`config.mk`:
```
export PLATFORM = sky130hd
export DESIGN_NAME = fnd_scan_ctrl
export DESIGN_NICKNAME = d
export VERILOG_FILES = /design/src/rtl/fnd_scan_ctrl.sv
export SDC_FILE = /design/constraint.sdc
export NUM_CORES = 1
export LEC_CHECK = 0
export ABC_AREA = 1
export ABC_CLOCK_PERIOD_IN_PS = 2650
export CORE_UTILIZATION = 34
export CTS_CLUSTER_SIZE = 25
export DETAILED_ROUTE_END_ITERATION = 8
export PLACE_DENSITY_LB_ADDON = 0.12
export SLEW_MARGIN = 20
export SYNTH_ARGS = -nofsm -noshare
export SYNTH_HDL_FRONTEND = slang
export SYNTH_SLANG_ARGS = --single-unit
```
`constraint.sdc`:
```
create_clock -name clk -period 2.65 [get_ports clk]
set_input_delay 0.3975 -clock clk [delete_from_list [all_inputs] [get_ports clk]]
set_output_delay 0.3975 -clock clk [all_outputs]
set_load 0.01 [all_outputs]
```
`src/rtl/fnd_scan_ctrl.sv`:
```
//------------------------------------------------------------------------------
// fnd_scan_ctrl : multiplexed 7-segment scan controller with dead-time and
// frame-synchronous double buffering. Optional macro: LEADING_ZERO_SUPPRESS_EN
// Revision: 1.0
//------------------------------------------------------------------------------
`default_nettype none

module fnd_scan_ctrl #(
  parameter int NUM_DIGITS = 4,
  parameter int SLOT_CYC   = 50000,
  parameter int DEAD_CYC   = 500
) (
  input  logic                      clk,
  input  logic                      rst_n,
  input  logic [4*NUM_DIGITS-1:0]   i_digits,
  input  logic [NUM_DIGITS-1:0]     i_blank,
  input  logic                      i_load,
  output logic [3:0]                o_sel,
  output logic [NUM_DIGITS-1:0]     o_com,
  output logic                      o_busy,
  output logic                      o_frame
);

  localparam int MAX_CYC = (SLOT_CYC > DEAD_CYC) ? SLOT_CYC : DEAD_CYC;
  localparam int CW      = (MAX_CYC > 1) ? $clog2(MAX_CYC) : 1;
  localparam int IW      = $clog2(NUM_DIGITS);

  localparam logic [CW-1:0] DEAD_LAST = CW'(DEAD_CYC - 1);
  localparam logic [CW-1:0] SLOT_LAST = CW'(SLOT_CYC - 1);
  localparam logic [IW-1:0] IDX_LAST  = IW'(NUM_DIGITS - 1);

  typedef enum logic {
    ST_DEAD  = 1'b0,
    ST_DRIVE = 1'b1
  } state_e;

  state_e                    state_q, state_d;
  logic [CW-1:0]             cnt_q, cnt_d;
  logic [IW-1:0]             idx_q, idx_d;
  logic [3:0]                sel_q, sel_d;
  logic [4*NUM_DIGITS-1:0]   shd_q, shd_d;
  logic [NUM_DIGITS-1:0]     shb_q, shb_d;
  logic [4*NUM_DIGITS-1:0]   pdig_q, pdig_d;
  logic [NUM_DIGITS-1:0]     pblk_q, pblk_d;
  logic                      pend_q, pend_d;

  logic                      first_dead;
  logic                      apply;
  logic                      slot_end;
  logic [NUM_DIGITS-1:0]     supp;

`ifdef LEADING_ZERO_SUPPRESS_EN
  // hi_clear[k]: every digit above k is zero or blanked in the pending buffer.
  logic [NUM_DIGITS-1:0] hi_clear;
  assign hi_clear[NUM_DIGITS-1] = 1'b1;
  assign supp[0]                = 1'b0;

  for (genvar k = NUM_DIGITS - 2; k >= 0; k--) begin : g_hi_clear
    assign hi_clear[k] = hi_clear[k+1] &
                         ((pdig_q[4*(k+1) +: 4] == 4'd0) | pblk_q[k+1]);
  end

  for (genvar k = 1; k < NUM_DIGITS; k++) begin : g_supp
    assign supp[k] = hi_clear[k] & (pdig_q[4*k +: 4] == 4'd0);
  end
`else
  assign supp = '0;
`endif

  assign first_dead = (state_q == ST_DEAD) && (cnt_q == '0);
  assign apply      = first_dead && (idx_q == '0) && pend_q;
  assign slot_end   = (state_q == ST_DRIVE) && (cnt_q == SLOT_LAST);

  always_comb begin
    state_d = state_q;
    cnt_d   = cnt_q + 1'b1;
    idx_d   = idx_q;
    sel_d   = sel_q;
    shd_d   = shd_q;
    shb_d   = shb_q;
    pdig_d  = pdig_q;
    pblk_d  = pblk_q;
    pend_d  = pend_q;

    case (state_q)
      ST_DEAD: begin
        if (cnt_q == DEAD_LAST) begin
          state_d = ST_DRIVE;
          cnt_d   = '0;
        end
      end
      ST_DRIVE: begin
        if (cnt_q == SLOT_LAST) begin
          state_d = ST_DEAD;
          cnt_d   = '0;
          idx_d   = (idx_q == IDX_LAST) ? '0 : idx_q + 1'b1;
        end
      end
      default: begin
        state_d = ST_DEAD;
        cnt_d   = '0;
      end
    endcase

    if (apply) begin
      shd_d  = pdig_q;
      shb_d  = pblk_q | supp;
      pend_d = 1'b0;
    end

    // Digit code is latched from the post-apply shadow so a new frame shows new data.
    if (first_dead) begin
      sel_d = shd_d[{idx_q, 2'b00} +: 4];
    end

    // A load on the apply cycle lands in pending and survives to the next frame.
    if (i_load) begin
      pdig_d = i_digits;
      pblk_d = i_blank;
      pend_d = 1'b1;
    end
  end

  always_ff @(posedge clk or negedge rst_n) begin
    if (!rst_n) begin
      state_q <= ST_DEAD;
      cnt_q   <= '0;
      idx_q   <= '0;
      sel_q   <= 4'd0;
      shd_q   <= '0;
      shb_q   <= '1;
      pdig_q  <= '0;
      pblk_q  <= '0;
      pend_q  <= 1'b0;
    end else begin
      state_q <= state_d;
      cnt_q   <= cnt_d;
      idx_q   <= idx_d;
      sel_q   <= sel_d;
      shd_q   <= shd_d;
      shb_q   <= shb_d;
      pdig_q  <= pdig_d;
      pblk_q  <= pblk_d;
      pend_q  <= pend_d;
    end
  end

  always_comb begin
    o_com = '1;
    if ((state_q == ST_DRIVE) && !shb_q[idx_q]) begin
      o_com[idx_q] = 1'b0;
    end
  end

  assign o_sel   = sel_q;
  assign o_busy  = pend_q;
  assign o_frame = slot_end && (idx_q == IDX_LAST);

endmodule

`default_nettype wire

```
==> run metrics, run 1 <==
status=finished clean; multiplexer share of the synthesized area=0; Worst Clk Skew=between 0.01 and 0.015 ns; Synth Warn #=0; first-pass iteration count of the detailed router=4; CP required=between 2 and 2.5 ns; post-synthesis compound-gate area fraction=0.0408; Num CTS Buffers=9; post-route cell area=roughly 3700 um2; fill count=around 910; Internal Dissipation=1.52 mW; 1st-iter DRT viols=102; TritonCTS clock tree=yes; Syn Nets=406; main flop type after synthesis=dfrtp_1; crit path max fanout=5; Via Count=2439; Total Neg Setup Slack=0 ns; Core Box Area=approximately 8800 um2; Yosys top cell by area=dfrtp_1; Leakage=1.84 nW; WL/cell=12.5 um; H-Tree Depth=3; Synth area leaders=dfrtp_1 (48%), nand2_1 (16%), nand3_1 (7.1%); fin crit share=0.944; ordered list of cells on the worst path=nor2_2, nand3_1, nor4_2, nand2_1, nor2_1, clkdlybuf4s50_1; Antenna Cells=0; area share of the leading cell type in the synthesized netlist=0.485; FF+latch area=1610 um2; post-synthesis adder-cell area fraction=0.0242; Post-Synth Simple-Gate Area=0.334; Final nets=442; critical path class=register to primary output; Synth Area in XOR/XNOR=0.0170; post-layout min period=2.50 ns; Slew @ Worst Pin=0.638 ns; CP arrival=~2.1 ns; max frequency=400 MHz; count of cell types in the netlist=30; post-route insts no fill=526; max-cap violation count=0; Routed WL=about 6600 um; Gate power share=0.065; commonest non-fill, non-tap cell in the layout=nand2_1; Critical Path Start Type=register; Rel. slew slack=0.575; largest family of logic cells by synthesized area=simple AND/OR/NAND/NOR gates; post-synthesis sequential area ratio=0.519; Inst Count DP=just over 500; vias in the first global route=2469; number of remaining DRC errors=0; HP Class=input pin to asynchronous set/reset pin; Worst path top cell family by delay=simple AND/OR/NAND/NOR gates; Syn-to-layout area delta=20.7%; Post-Syn Area=just over 3000 um2; area occupied by multi-input gates=1300 um2; P per Cell Area=roughly 530 nW/um2; Total Routing Usage GR=0.151; sequential power share=0.529; Net Switching=0.464 mW; die height=97.4 um; RSZ-0062 raised after global routing=false; Antenna Nets Post-Route=0; critical path's slowest cell=clkdlybuf4s50_1; placed cell area=about 3500 um2; Post-Syn Instances=between 300 and 400; Post-Syn Area per Cell=8.21 um2; CTS Sinks=64; FP Rows=34; max incr delay on CP=0.54 ns; largest net degree at the start of global routing=40; worst vdd ir=0.000223 V; asr flop ratio synth=1.00; WP buf/inv=1; synthesized flop and latch total=64; Switching Fraction=0.234; Overflow after GRT=0; Final Hold Vio Count=0; IO buf count=32; Vias/cell=approximately 4.6; # setup viols final=0; max-slew violations=0; Critical Path Sink Type=primary output; CTS Buffer Depth=2; clock root buffer=clkbuf_8; number of synthesized flops with an enable pin=0; most frequent cells in the layout=nand2_1 (129), dfrtp_1 (60), nand3_1 (43); Die Wd=97.4 um; initial antenna violation count=0; Post-DP HPWL=about 4700 um; clock slew at reported path FFs=approximately 0.070 ns; Worst-Skew Late Latency=0.34 ns; first-pass GRT wire length=11400 um; die area=~9500 um2; IO Count=33; Placer Congestion=about 0.8; share of cells above drive strength 1=0.110; part of the power in the clock network=0.406; Starting Density=0.353
## registers in the layout, indices dropped and copies added (netlist names), 2 cells and up
signal,cells
shb_q,4
shd_q,16
pblk_q,4
idx_q,2
pdig_q,16
o_sel,4
cnt_q,16
## logic make-up (layout without fill, tap and decap cells)
logic type | count (synthesis) | after routing
AND/OR/NAND/NOR | 230 | 230
XOR/XNOR | 6 | 6
AO/OA/AOI/OAI | 23 | 23
flip-flops | 64 | 64
buffers and inverters | 48 | 89
adder cells (fa/ha/maj) | 6 | 6
## final cells by class
type / instances / area share
Tap cell: 108 / 0.0362
Multi-Input combinational cell: 265 / 0.349
Timing Repair Buffer: 38 / 0.0998
Clock buffer: 10 / 0.0341
Inverter: 35 / 0.0352
Clock inverter: 6 / 0.0164
Sequential cell: 64 / 0.430
## cell usage after synthesis (all sizes together), types with 3 or more instances
library cell / count
nand2: 132
dfrtp: 60
nand3: 48
nor2: 36
inv: 34
o21ai: 16
buf: 7
clkbuf: 6
ha: 6
nand4: 5
xor2: 5
dfstp: 4
nor3: 4
nor4: 4
a21oi: 3
## stage by stage
| stage | setup WS [ns] | power, mW | hold WS (ns) | util |
|---|---|---|---|---|
| after global placement | 0.344 | 1.20 | 0.457 | 0.403 |
| after global routing | 0.0242 | 2.09 | 0.112 | 0.426 |
| after CTS | 0.0117 | 2.02 | 0.0935 | 0.426 |
| after floorplan | 0.807 | 1.12 | 0.102 | - |
| after detailed placement | 0.294 | 1.20 | 0.460 | 0.403 |
| final | 0.149 | 1.98 | 0.0749 | 0.426 |
## what timing repair did
action / in CTS / in global routing
setup endpoints to repair: 1 / 1
gates resized for setup: 2 / 1
pin swaps: 0 / 1
hold buffers: 0 / 0
setup buffers: 0 / 0
## worst register-to-register path: stages, from the launching register on
cell     delay (ns)
dfrtp_1        0.49
inv_1          0.24
ha_1           0.27
inv_1          0.13
nor2_8         0.27
nand3_1        0.15
nand3_1        0.09
nand3_1        0.11
nand2_1        0.11
nand2_1        0.05
nand2_1        0.06
## power groups by stage
stage | combinational [mW] | sequential [mW] | clock, mW
after global routing | 0.150 | 1.05 | 0.888
after global placement | 0.130 | 1.07 | 0
final | 0.129 | 1.05 | 0.805
after detailed placement | 0.133 | 1.07 | 0
after CTS | 0.134 | 1.05 | 0.834
after floorplan | 0.0563 | 1.06 | 0
## final timing paths
| path | cells after the start | end | slack [ns] | from |
|---|---|---|---|---|
| max | 6 | o_frame | 0.15 | cnt_q[13]$_DFF_PN0_ |
| min | 1 | cnt_q[11]$_DFF_PN0_ | 0.07 | rst_n |
| max reg2reg | 10 | o_sel[3]$_DFFE_PN0N_ | 0.62 | idx_q[1]$_DFFE_PN0N_ |
| min reg2reg | 2 | shd_q[7]$_DFF_PN0_ | 0.48 | shd_q[7]$_DFF_PN0_ |
| max in group asynchronous | 2 | shb_q[2]$_DFFE_PN1N_ | 1.88 | rst_n |
| min in group clk | 2 | shd_q[7]$_DFF_PN0_ | 0.48 | shd_q[7]$_DFF_PN0_ |
## per-layer routing
metal  up-vias  track usage  part of all wire
met5         -            0                 0
met4         0       0.0633             0.025
met3        14       0.0453             0.032
met2        37        0.238              0.46
met1      1116        0.191              0.48
li1       1272            -                 -
Note: power is estimated with default switching activity, not from simulation.
==> run 2, diff against run 1 <==
--- a/config.mk
+++ b/config.mk
@@ -10,8 +10,6 @@
 export CORE_UTILIZATION = 34
 export CTS_CLUSTER_SIZE = 25
 export DETAILED_ROUTE_END_ITERATION = 8
-export PLACE_DENSITY_LB_ADDON = 0.12
-export SLEW_MARGIN = 20
 export SYNTH_ARGS = -nofsm -noshare
 export SYNTH_HDL_FRONTEND = slang
 export SYNTH_SLANG_ARGS = --single-unit
==> run 2 against run 1 <==
Net effect:
- highest routed layer unchanged
- sequential power barely moved
- clock power barely moved
- hold slack improved by 0.028 ns
- largest power group unchanged
- final area barely moved
- critical path depth did not move
- core utilization barely moved
- worst setup slack improved by 0.014 ns
- critical endpoint is now o_com[1]
- clock skew fell by 0.0033 ns
- non-clock buffer count did not move
- die area did not move
- flip-flop and latch count did not move
- global-route usage fell by 0.78 points
==> run metrics, run 2 (synthesis results as in run 1) <==
CP arrival=2.09 ns (was 2.10 ns); Via Count=2472 (was 2439); status=finished clean (unchanged); Inst Count DP=510 (unchanged); biggest regs=cnt_q x16, pdig_q x16, shd_q x16 (unchanged); crit path max fanout=8 (was 5); # setup viols final=0 (unchanged); hold buffer count at CTS=0 (unchanged); WL/cell=11.9 um (was 12.5 um); H-Tree Depth=3 (unchanged); P per Cell Area=531 nW/um2 (was 530 nW/um2); Worst-Skew Late Latency=0.34 ns (about the same); Switching Fraction=0.235 (was 0.234); Post-DP HPWL=4440 um (was 4720 um); CP required=2.25 ns (about the same); number of remaining DRC errors=0 (unchanged); total power=1.98 mW (about the same); Die Wd=97.4 um (unchanged); part of the power in the clock network=0.407 (was 0.406); clock root buffer=clkbuf_8 (unchanged); commonest non-fill, non-tap cell in the layout=nand2_1 (unchanged); TritonCTS clock tree=yes (unchanged); Num CTS Buffers=9 (unchanged); IO Count=33 (unchanged); max incr delay on CP=0.53 ns (was 0.54 ns); Gate power share=0.064 (was 0.065); most frequent cells in the layout=nand2_1 (129), dfrtp_1 (60), nand3_1 (43) (unchanged); share of cells above drive strength 1=0.110 (unchanged); Place WS=0.370 ns (was 0.294 ns); Routed WL=6240 um (was 6560 um); IO buf count=32 (unchanged); Vias/cell=4.70 (was 4.64); Net Switching=0.466 mW (was 0.464 mW); post-layout min period=2.49 ns (was 2.50 ns); Syn-to-layout area delta=20.6% (was 20.7%); max-cap violation count=0 (unchanged); clock slew at reported path FFs=0.07 ns (about the same); sequential power share=0.528 (was 0.529); WP depth=6 (unchanged); vias in the first global route=2332 (was 2469); CTS Buffer Depth=2 (unchanged); Critical Path Start Type=register (unchanged); post-route insts no fill=526 (unchanged); WP buf/inv=2 (was 1); Internal Dissipation=1.52 mW (about the same); CTS Sinks=64 (unchanged); Overflow after GRT=0 (unchanged); setup ws final=0.163 ns (was 0.149 ns); fin crit share=0.938 (was 0.944); Leakage=1.84 nW (about the same); Total Routing Usage GR=0.143 (was 0.151); Total Neg Setup Slack=0 ns (unchanged); Final nets=442 (unchanged); first-pass GRT wire length=10800 um (was 11400 um); setup bufs post-CTS=0 (unchanged); RSZ-0062 raised after global routing=false (unchanged); FP Rows=34 (unchanged); die area=9490 um2 (unchanged); critical path class=register to primary output (unchanged); Final Hold Vio Count=0 (unchanged); ordered list of cells on the worst path=inv_1, o21ai_0, o22ai_1, nor2_1, nand2_1, clkdlybuf4s50_1 (was nor2_2, nand3_1, nor4_2, nand2_1, nor2_1, clkdlybuf4s50_1); initial antenna violation count=0 (unchanged); critical path's slowest cell=clkdlybuf4s50_1 (unchanged); Antenna Nets Post-Route=0 (unchanged); Starting Density=0.353 (unchanged); Critical Path Sink Type=primary output (unchanged); FF-to-FF path depth=9 (was 10); FF+latch area=1610 um2 (unchanged); Core Box Area=8760 um2 (unchanged); worst vdd ir=0.000256 V (was 0.000223 V); fill count=894 (was 912); 1st-iter DRT viols=125 (was 102); Slew @ Worst Pin=0.710 ns (was 0.638 ns); die height=97.4 um (unchanged); HP Class=input pin to asynchronous set/reset pin (unchanged); Placer Congestion=0.811 (was 0.814); Antenna Cells=0 (unchanged); Rel. slew slack=0.526 (was 0.575); max frequency=402 MHz (was 400 MHz); Worst path top cell family by delay=buffers and inverters (was simple AND/OR/NAND/NOR gates); largest net degree at the start of global routing=35 (was 40); max-slew violations=0 (unchanged); first-pass iteration count of the detailed router=4 (unchanged); area occupied by multi-input gates=1300 um2 (unchanged); Worst Clk Skew=0.00877 ns (was 0.0121 ns)
[run 2: changes by cell type in the layout (fill, tap and decap cells not counted), sizes merged]
cell and delta:
clkinvlp +1, clkinv -1
[run 2: area by class of cell]
cell class | instances | share of cell area
Sequential cell | 64 | 0.430
Clock inverter | 6 | 0.0161
Inverter | 35 | 0.0352
Tap cell | 108 | 0.0362
Clock buffer | 10 | 0.0342
Multi-Input combinational cell | 265 | 0.349
Timing Repair Buffer | 38 | 0.0998
[run 2: timing repair]
| item | in CTS | in global routing |
|---|---|---|
| gates cloned | 0 | 0 |
| resized for setup | 2 | 1 |
| setup endpoints to repair | 1 | 1 |
| pin swaps | 0 | 1 |
| hold endpoints to repair | 0 | 0 |
[run 2: path summary, 6_finish.rpt]
check | startpoint | end | slack, ns
worst max register to register | idx_q[1]$_DFFE_PN0N_ | o_sel[0]$_DFFE_PN0N_ | 0.48
worst max-delay path | idx_q[1]$_DFFE_PN0N_ | o_com[1] | 0.16
worst min register to register | pdig_q[0]$_DFFE_PN0P_ | pdig_q[0]$_DFFE_PN0P_ | 0.47
worst min-delay path | rst_n | cnt_q[6]$_DFF_PN0_ | 0.10
max in group asynchronous | rst_n | pdig_q[14]$_DFFE_PN0P_ | 1.92
min in group clk | pdig_q[0]$_DFFE_PN0P_ | pdig_q[0]$_DFFE_PN0P_ | 0.47
[run 2: per-stage QoR]
step	utilization	area, um2	hold slack, ns
3_5_place_dp	0.403	3530	0.461
3_3_place_gp	0.403	3530	0.458
4_1_cts	0.426	3730	0.125
6_report	0.426	3740	0.102
5_1_grt	0.426	3740	0.158
2_1_floorplan	-	3100	0.102
[run 2: metal layers]
metal  track usage  share of wire  vias up
met1         0.191           0.50     1137
met5             0              0        -
met2         0.219           0.45       50
met4        0.0611          0.017        0
met3        0.0353          0.034        8
li1              -              -     1277
[run 2: power by group through the flow]
stage	sequential, mW	clock (mW)	combinational (mW)
after floorplan	1.06	0	0.0563
after global placement	1.07	0	0.128
after detailed placement	1.07	0	0.131
after CTS	1.05	0.835	0.132
after global routing	1.05	0.887	0.148
final	1.05	0.807	0.128
